### src/rtl/pcsequencer_pkg.sv
// Shared definitions for the instruction sequencer: FSM state encoding,
// HALT bit position and default geometry.
package proc_seq_defs;

  typedef enum logic [1:0] {
    IDLE  = 2'd0,
    FETCH = 2'd1,
    EXEC  = 2'd2
  } seq_state_e;

  localparam int HALT_BIT      = 31;
  localparam int DEF_PCW       = 8;
  localparam int DEF_FETCH_TMO = 15;

endpackage

### src/rtl/pcsequencer_wdog.sv
// 4-bit fetch-timeout counter: counts enabled cycles, saturates at LIMIT,
// and flags expiry while the count sits at LIMIT.
module seq_wdog #(
  parameter logic [3:0] LIMIT = 4'd15
) (
  input  logic clk,
  input  logic rst_n,
  input  logic en,
  input  logic clr,
  output logic expired
);

  logic [3:0] count;

  // NOTE: sequential state uses non-blocking assignments only, so every
  // flop samples the pre-edge values of its neighbours.
  always_ff @(posedge clk or negedge rst_n) begin
    if (!rst_n) begin
      count <= '0;
    end else if (clr) begin
      count <= '0;
    end else if (en && !expired) begin
      count <= count + 4'd1;
    end
  end

  assign expired = (count == LIMIT);

endmodule

### src/rtl/pcsequencer.sv
// Instruction sequencer: owns the PC, fetches words over a req/valid
// handshake and presents each to the decoder for one execute cycle.
module pcsequencer
  import proc_seq_defs::*;
#(
  parameter int             PCW       = DEF_PCW,
  parameter logic [PCW-1:0] RESET_PC  = '0,
  parameter int             FETCH_TMO = DEF_FETCH_TMO
) (
  input  logic           iCLK,
  input  logic           iRST_N,
  input  logic           iRUN,
  input  logic           iSTEP,
  input  logic           iHALT,
  output logic           oIREQ,
  output logic [PCW-1:0] oIADDR,
  input  logic           iIVALID,
  input  logic [31:0]    iIDATA,
  output logic [31:0]    oINST,
  output logic           oEXEN,
  input  logic           iPCJEN,
  input  logic [PCW-1:0] iJTGT,
  output logic [PCW-1:0] oPC,
  output logic           oHALTED,
  output logic           oFAULT
);

  seq_state_e     state;
  logic [PCW-1:0] pc;
  logic [31:0]    inst;
  logic           step_flag;
  logic           halt_latch;
  logic           fault;
  logic           tmo_expired;

  // The counter only runs while a fetch is outstanding; any other state or
  // a completed handshake returns it to zero for the next fetch.
  seq_wdog #(
    .LIMIT (4'(FETCH_TMO))
  ) u_fetch_wdog (
    .clk     (iCLK),
    .rst_n   (iRST_N),
    .en      (state == FETCH),
    .clr     ((state != FETCH) || iIVALID),
    .expired (tmo_expired)
  );

  always_ff @(posedge iCLK or negedge iRST_N) begin
    if (!iRST_N) begin
      state      <= IDLE;
      pc         <= RESET_PC;
      inst       <= '0;
      step_flag  <= 1'b0;
      halt_latch <= 1'b0;
      fault      <= 1'b0;
    end else begin
      case (state)
        IDLE: begin
          if (iRUN || iSTEP) begin
            state      <= FETCH;
            step_flag  <= !iRUN;
            halt_latch <= 1'b0;
            fault      <= 1'b0;
          end
        end
        FETCH: begin
          if (iHALT) halt_latch <= 1'b1;
          if (iIVALID) begin
            inst  <= iIDATA;
            state <= EXEC;
          end else if (tmo_expired) begin
            fault <= 1'b1;
            state <= IDLE;
          end
        end
        EXEC: begin
          pc <= iPCJEN ? iJTGT : pc + PCW'(1);
          if (step_flag || halt_latch || iHALT || inst[HALT_BIT]) state <= IDLE;
          else                                                     state <= FETCH;
        end
        default: state <= IDLE;
      endcase
    end
  end

  // Strobes decode straight from the state register, so they are glitch-free
  // and drop the moment reset asserts, without depending on any input.
  assign oIREQ   = (state == FETCH);
  assign oEXEN   = (state == EXEC);
  assign oHALTED = (state == IDLE);
  assign oIADDR  = pc;
  assign oPC     = pc;
  assign oINST   = inst;
  assign oFAULT  = fault;

endmodule
### config.mk
export PLATFORM = sky130hd
export DESIGN_NAME = pcsequencer
export DESIGN_NICKNAME = d
export VERILOG_FILES = /design/src/rtl/pcsequencer_pkg.sv /design/src/rtl/pcsequencer_wdog.sv /design/src/rtl/pcsequencer.sv
export SDC_FILE = /design/constraint.sdc
export NUM_CORES = 1
export LEC_CHECK = 0
export CORE_ASPECT_RATIO = 0.5
export CORE_MARGIN = 2
export CORE_UTILIZATION = 45
export DETAILED_ROUTE_END_ITERATION = 10
export PLACE_DENSITY_LB_ADDON = 0.15
export SLEW_MARGIN = 10
export SYNTH_ARGS = -nofsm -noshare
export SYNTH_HDL_FRONTEND = slang
export SYNTH_SLANG_ARGS = --single-unit
export TNS_END_PERCENT = 100
### constraint.sdc
create_clock -name iCLK -period 2.4 [get_ports iCLK]
set_clock_uncertainty 0.05 [all_clocks]
set_input_delay 0.48 -clock iCLK [delete_from_list [all_inputs] [get_ports iCLK]]
set_output_delay 0.48 -clock iCLK [all_outputs]
set_load 0.02 [all_outputs]
* After elaboration in Yosys (flattened, before gate mapping)
Cells that the tools add are included.
Storage, ports and cells: input bits 47, output and inout port bits 52, flip-flop bits (word level) 49, logic and storage cells 48
Cells by class: reduce and logical (&&, ||, !) cells 16, $add $sub $neg 2, multiplexer cells 14, eq/ne operators 9
Operator list (count):
- 8-bit by 1-bit adder with 8-bit output (second input constant) | 1
- 4-bit 2-to-1 mux | 2
- 8-bit 2-to-1 mux | 1
- 2-bit 2-to-1 mux | 3
- 2-bit != test (second input constant) | 3
- 2-bit case mux with 3 select lines | 1
- 2-bit AND reduction | 3
- 1-bit logical OR | 5
- 1-bit 2-to-1 mux | 5
- 4-bit by 1-bit adder with 4-bit output (second input constant) | 1
- 4-bit equality test (second input constant) | 1
- 2-bit by 1-bit != test with 1-bit output (second input constant) | 2
- 1-bit case mux with 2 select lines | 2
- 4-bit AND reduction | 1
- 2-bit nonzero test | 2
- 3-bit != test (second input constant) | 1
- 3-bit AND reduction | 1
- 2-bit by 1-bit equality test with 1-bit output (second input constant) | 1
- 2-bit equality test (second input constant) | 1
- 1-bit zero test | 2
- 2-bit zero test | 1
- 1-bit logical AND | 1

* Logic depth before layout (Yosys ltp)
depth after elaboration 5, gate-level depth with buffers 5, gate-level depth less buffers 4

* By module
A second synthesis with hierarchy kept.
Unflattened totals: cells, all modules 179, area total of the unflattened synthesis 2348.5 µm²
Modules (own cells, without submodules):
- pcsequencer | area an instance 2119.5 µm², sequential area each 1126.1 µm², cells each 159, times used 1
- seq_wdog | area an instance 229.0 µm², sequential area each 100.1 µm², cells each 20, times used 1

* Worst setup path after synthesis
Ideal clock, no wire load.
kind reg2reg, start point register pc[0] (netlist: oIADDR[0]), end point register pc[6] (netlist: oIADDR[6]), required time 2220 ps, buffers on the path 0, setup time 130 ps, stages on the path, launching flop included 5, arrival time 1232 ps, period minus slack after synthesis 1413 ps, path slack 987 ps, cell sequence dfrtp_1 -> ha_1 -> and3_1 -> a311oi_1 -> a211oi_1
On the way: longest elaborated chain between the ends 2
RTL lines:
- start: declaration | RTL line pcsequencer.sv:29 | logic [PCW-1:0] pc;
- start signal: assignment | RTL line pcsequencer.sv:77 | pc <= iPCJEN ? iJTGT : pc + PCW'(1);
- 8-bit by 1-bit adder with 8-bit output | RTL line pcsequencer.sv:77
- 8-bit 2-to-1 mux | RTL line pcsequencer.sv:77
Every way passes these cells. A chain may end at the register's enable or synchronous reset.

* Final worst setup path
start point register state[1], end point output oEXEN
On the way: longest elaborated chain between the ends 1
RTL lines:
- start: declaration | RTL line pcsequencer.sv:28 | seq_state_e state;
- start signal: assignment | RTL line pcsequencer.sv:50 | state <= IDLE;
- start signal: assignment | RTL line pcsequencer.sv:60 | state <= FETCH;
- start signal: assignment | RTL line pcsequencer.sv:70 | state <= EXEC;
- 2-bit equality test | RTL line pcsequencer.sv:89 | assign oEXEN = (state == EXEC);
- end: declaration | RTL line pcsequencer.sv:20 | output logic oEXEN,
Every way passes these cells.

==> reports/metrics.cfg <==
[outcome]
status = finished clean

[critical_path]
critical_path.max_stage_delay_ps = 670
worstReg2RegStart = state[1]
timing_worst_setup_path_type = reg -> out
worst_setup_path_end_kind = output port
cp-startpoint = state[1]
worstPathRequired_ps = 1870
critPathArrivalTime_ps = 1700
worst-path-max-fanout = 4
startpoint_type = flip-flop
crit_path_top_delay_cell = sky130_fd_sc_hd__clkdlybuf4s50_1
critical-path-top-delay-family = buffers and inverters
cp_num_cells = 2
critical_path.cell_chain = nor2b_1 > clkdlybuf4s50_1
worst-r2r-cell-count = 4
number_of_buffers_and_inverters_on_the_critical_path = 1

[clocking]
cts.hold.buffers_added = 0
post_cts.repair.setup_buffers = 0
path_clk_slew_ps = 80
clock_insertion_delay_worst_skew_ps = 300
cts_htree_levels = 2
cts_tree = built
numClockSinks = 49
maximum_buffer_depth_of_the_clock_tree = 2
post_cts_sizing = 0
cts-buffers-inserted = 5
clock-root-buffer = sky130_fd_sc_hd__clkbuf_8

[power_and_ir_drop]
report.power.total_mw = 4.284
vdd_ir_drop_max_mv = 0.7720
pwr_dens_mw_per_mm2 = 1280
static-leakage-power_nw = 1.507

[cells_and_area]
post-route-cell-area_mm2 = 0.003348
layout.cells.most_common_list = sky130_fd_sc_hd__clkdlybuf4s50_1, sky130_fd_sc_hd__dfrtp_1, sky130_fd_sc_hd__mux2_4
final_common_cell = sky130_fd_sc_hd__clkdlybuf4s50_1
area_delta_synth_final_pct = 46.39
instances_no_fill = 335
drive_above_1_share = 0.1698
antenna_cells = 0
final_net_count = 313

[synthesis]
synth_cells = 172
syn-num-nets = 221
synth_warnings = 0
synth.cell_area_mm2 = 0.002287
yosys_register_bits = 49
synth_area_per_cell_um2 = 13.30
number_of_different_library_cells_in_the_post_synthesis_netlist = 37
synth_seq_area_share = 0.5361

[route]
remaining_drc_errors = 0
detailedRoute.firstPassIterationCount = 4
dr.first_iter.drc_count = 43
postRouteWirelength_um = 4895
ant_nets = 0
drt-wirelength-per-cell_um = 14.61
routed-via-count = 1677
drt-vias-per-instance = 5.006

[timing]
relSlewSlack = 0.5700
timing.final.setup_violations = 0
max_transition_viols_final = 0
period_utilization_post_route = 0.9305
period_needed_ps = 2233
rsz0062_at_grt = no
fmaxAchievable_mhz = 447.8
timing_hold_violations_final = 0
worst-slew-pin-transition_ps = 643.0
tns_ps = 0

[global_route]
initial_antenna_violation_count = 0
grt_pass1_wl_um = 7631
grt_start_max_net_pins = 50
globalRoute.totalOverflow = 0
all_layer_global_routing_usage = 0.1755
number_of_global_route_vias_before_repair = 1618

[placed_design]
hpwlAfterDp_um = 3606
place_inst = 327
place.port_buffers = 98
routability_cong = 0.7898
placed_cell_area_mm2 = 0.003264

[floorplan]
initial_core_utilization = 0.4659
die_y_um = 54.41
fp.coreArea_mm2 = 0.004910
die-area_mm2 = 0.005704
design.portCount = 99
num_rows = 18
die_width_um = 104.8

[min_path]
hold_class = in -> async

[run]
max_cap_viols = 0

cell usage after synthesis:
master | count | area, um^2
sky130_fd_sc_hd__dfrtp_1 | 49 | 1226
sky130_fd_sc_hd__mux2_4 | 29 | 435.4
sky130_fd_sc_hd__nor2_1 | 14 | 52.55
sky130_fd_sc_hd__buf_4 | 10 | 75.07
sky130_fd_sc_hd__a21oi_1 | 6 | 30.03
sky130_fd_sc_hd__a22o_1 | 6 | 52.55
sky130_fd_sc_hd__nand3_1 | 5 | 25.02
sky130_fd_sc_hd__o21ai_0 | 5 | 25.02
sky130_fd_sc_hd__mux2_2 | 4 | 45.04
sky130_fd_sc_hd__nand2_1 | 4 | 15.01
sky130_fd_sc_hd__and3_1 | 3 | 18.77
sky130_fd_sc_hd__buf_6 | 3 | 33.78
sky130_fd_sc_hd__inv_1 | 3 | 11.26
sky130_fd_sc_hd__mux2i_1 | 3 | 30.03
sky130_fd_sc_hd__clkbuf_1 | 2 | 7.510
sky130_fd_sc_hd__ha_1 | 2 | 25.02
sky130_fd_sc_hd__nand2b_1 | 2 | 12.51
sky130_fd_sc_hd__nand4_1 | 2 | 12.51
sky130_fd_sc_hd__nor3_1 | 2 | 10.01
sky130_fd_sc_hd__a211o_1 | 1 | 8.760
sky130_fd_sc_hd__a211oi_1 | 1 | 7.510
sky130_fd_sc_hd__a311oi_1 | 1 | 8.760
sky130_fd_sc_hd__a31oi_1 | 1 | 6.260
sky130_fd_sc_hd__and2_1 | 1 | 6.260
sky130_fd_sc_hd__and4_1 | 1 | 8.760
sky130_fd_sc_hd__buf_2 | 1 | 5.000
sky130_fd_sc_hd__nand2_4 | 1 | 11.26
sky130_fd_sc_hd__nand3b_1 | 1 | 7.510
sky130_fd_sc_hd__nand4b_1 | 1 | 8.760
sky130_fd_sc_hd__nor2b_1 | 1 | 6.260
sky130_fd_sc_hd__nor2b_4 | 1 | 13.76
sky130_fd_sc_hd__nor3b_1 | 1 | 7.510
sky130_fd_sc_hd__nor4_1 | 1 | 6.260
sky130_fd_sc_hd__o21a_1 | 1 | 7.510
sky130_fd_sc_hd__o22ai_1 | 1 | 6.260
sky130_fd_sc_hd__or3b_1 | 1 | 8.760
sky130_fd_sc_hd__xnor2_1 | 1 | 8.760
routing by layer:
layer  track usage  vias up  wire [um]
met5             0        -          0
met2        0.2965       63       2322
met4       0.05556        0         63
li1              -      782          -
met3       0.06786        9        400
met1        0.2149      823       2109
cell families after synthesis:
family	count (synthesis)	share of synthesized area
XOR/XNOR	1	0.003830
flip-flops	49	0.5361
multiplexers	36	0.2232
buffers and inverters	19	0.05798
adder cells (fa/ha/maj)	2	0.01094
AND/OR/NAND/NOR	42	0.1012
AO/OA/AOI/OAI	23	0.06675
worst paths after layout:
path	endpoint	slack, ps
worst max-delay path	oEXEN	170
worst min-delay path	oINST[16]	220
worst max register to register	oIADDR[4]	830
worst min register to register	oFAULT	450
max in group asynchronous	state[1]	1680
min in group iCLK	oFAULT	450
sequential cells by signal (all words and copies together), names as in the netlist:
name                count
state                   2
u_fetch_wdog.count      4
step_flag               1
halt_latch              1
oFAULT                  1
oINST                  32
oIADDR                  8
final cells by class:
cell class	instances	area, um^2
timing repair buffer	101	1011
fill	392	1562
multi-input combinational	104	928.4
clock buffer	7	76.32
clock inverter	1	7.507
tap	70	87.58
sequential	49	1226
inverter	3	11.26
stage by stage:
stage | setup slack, ps | util | hold slack (ps)
final | 166.8 | 0.6820 | 218.1
after global routing | 86.77 | 0.6820 | 282.9
after CTS | 186.6 | 0.6820 | 244.5
after detailed placement | 335.8 | 0.6649 | 434.7
after global placement | 402.9 | 0.6649 | 424.9
after floorplan | 987.2 | - | 134.4
power by group:
group | internal, mW | switching (mW)
sequential | 1.19 | 0.286
combinational | 1.32 | 1.01
clock | 0.207 | 0.262
total | 2.72 | 1.56
Note: power is estimated with default switching activity, not from simulation.
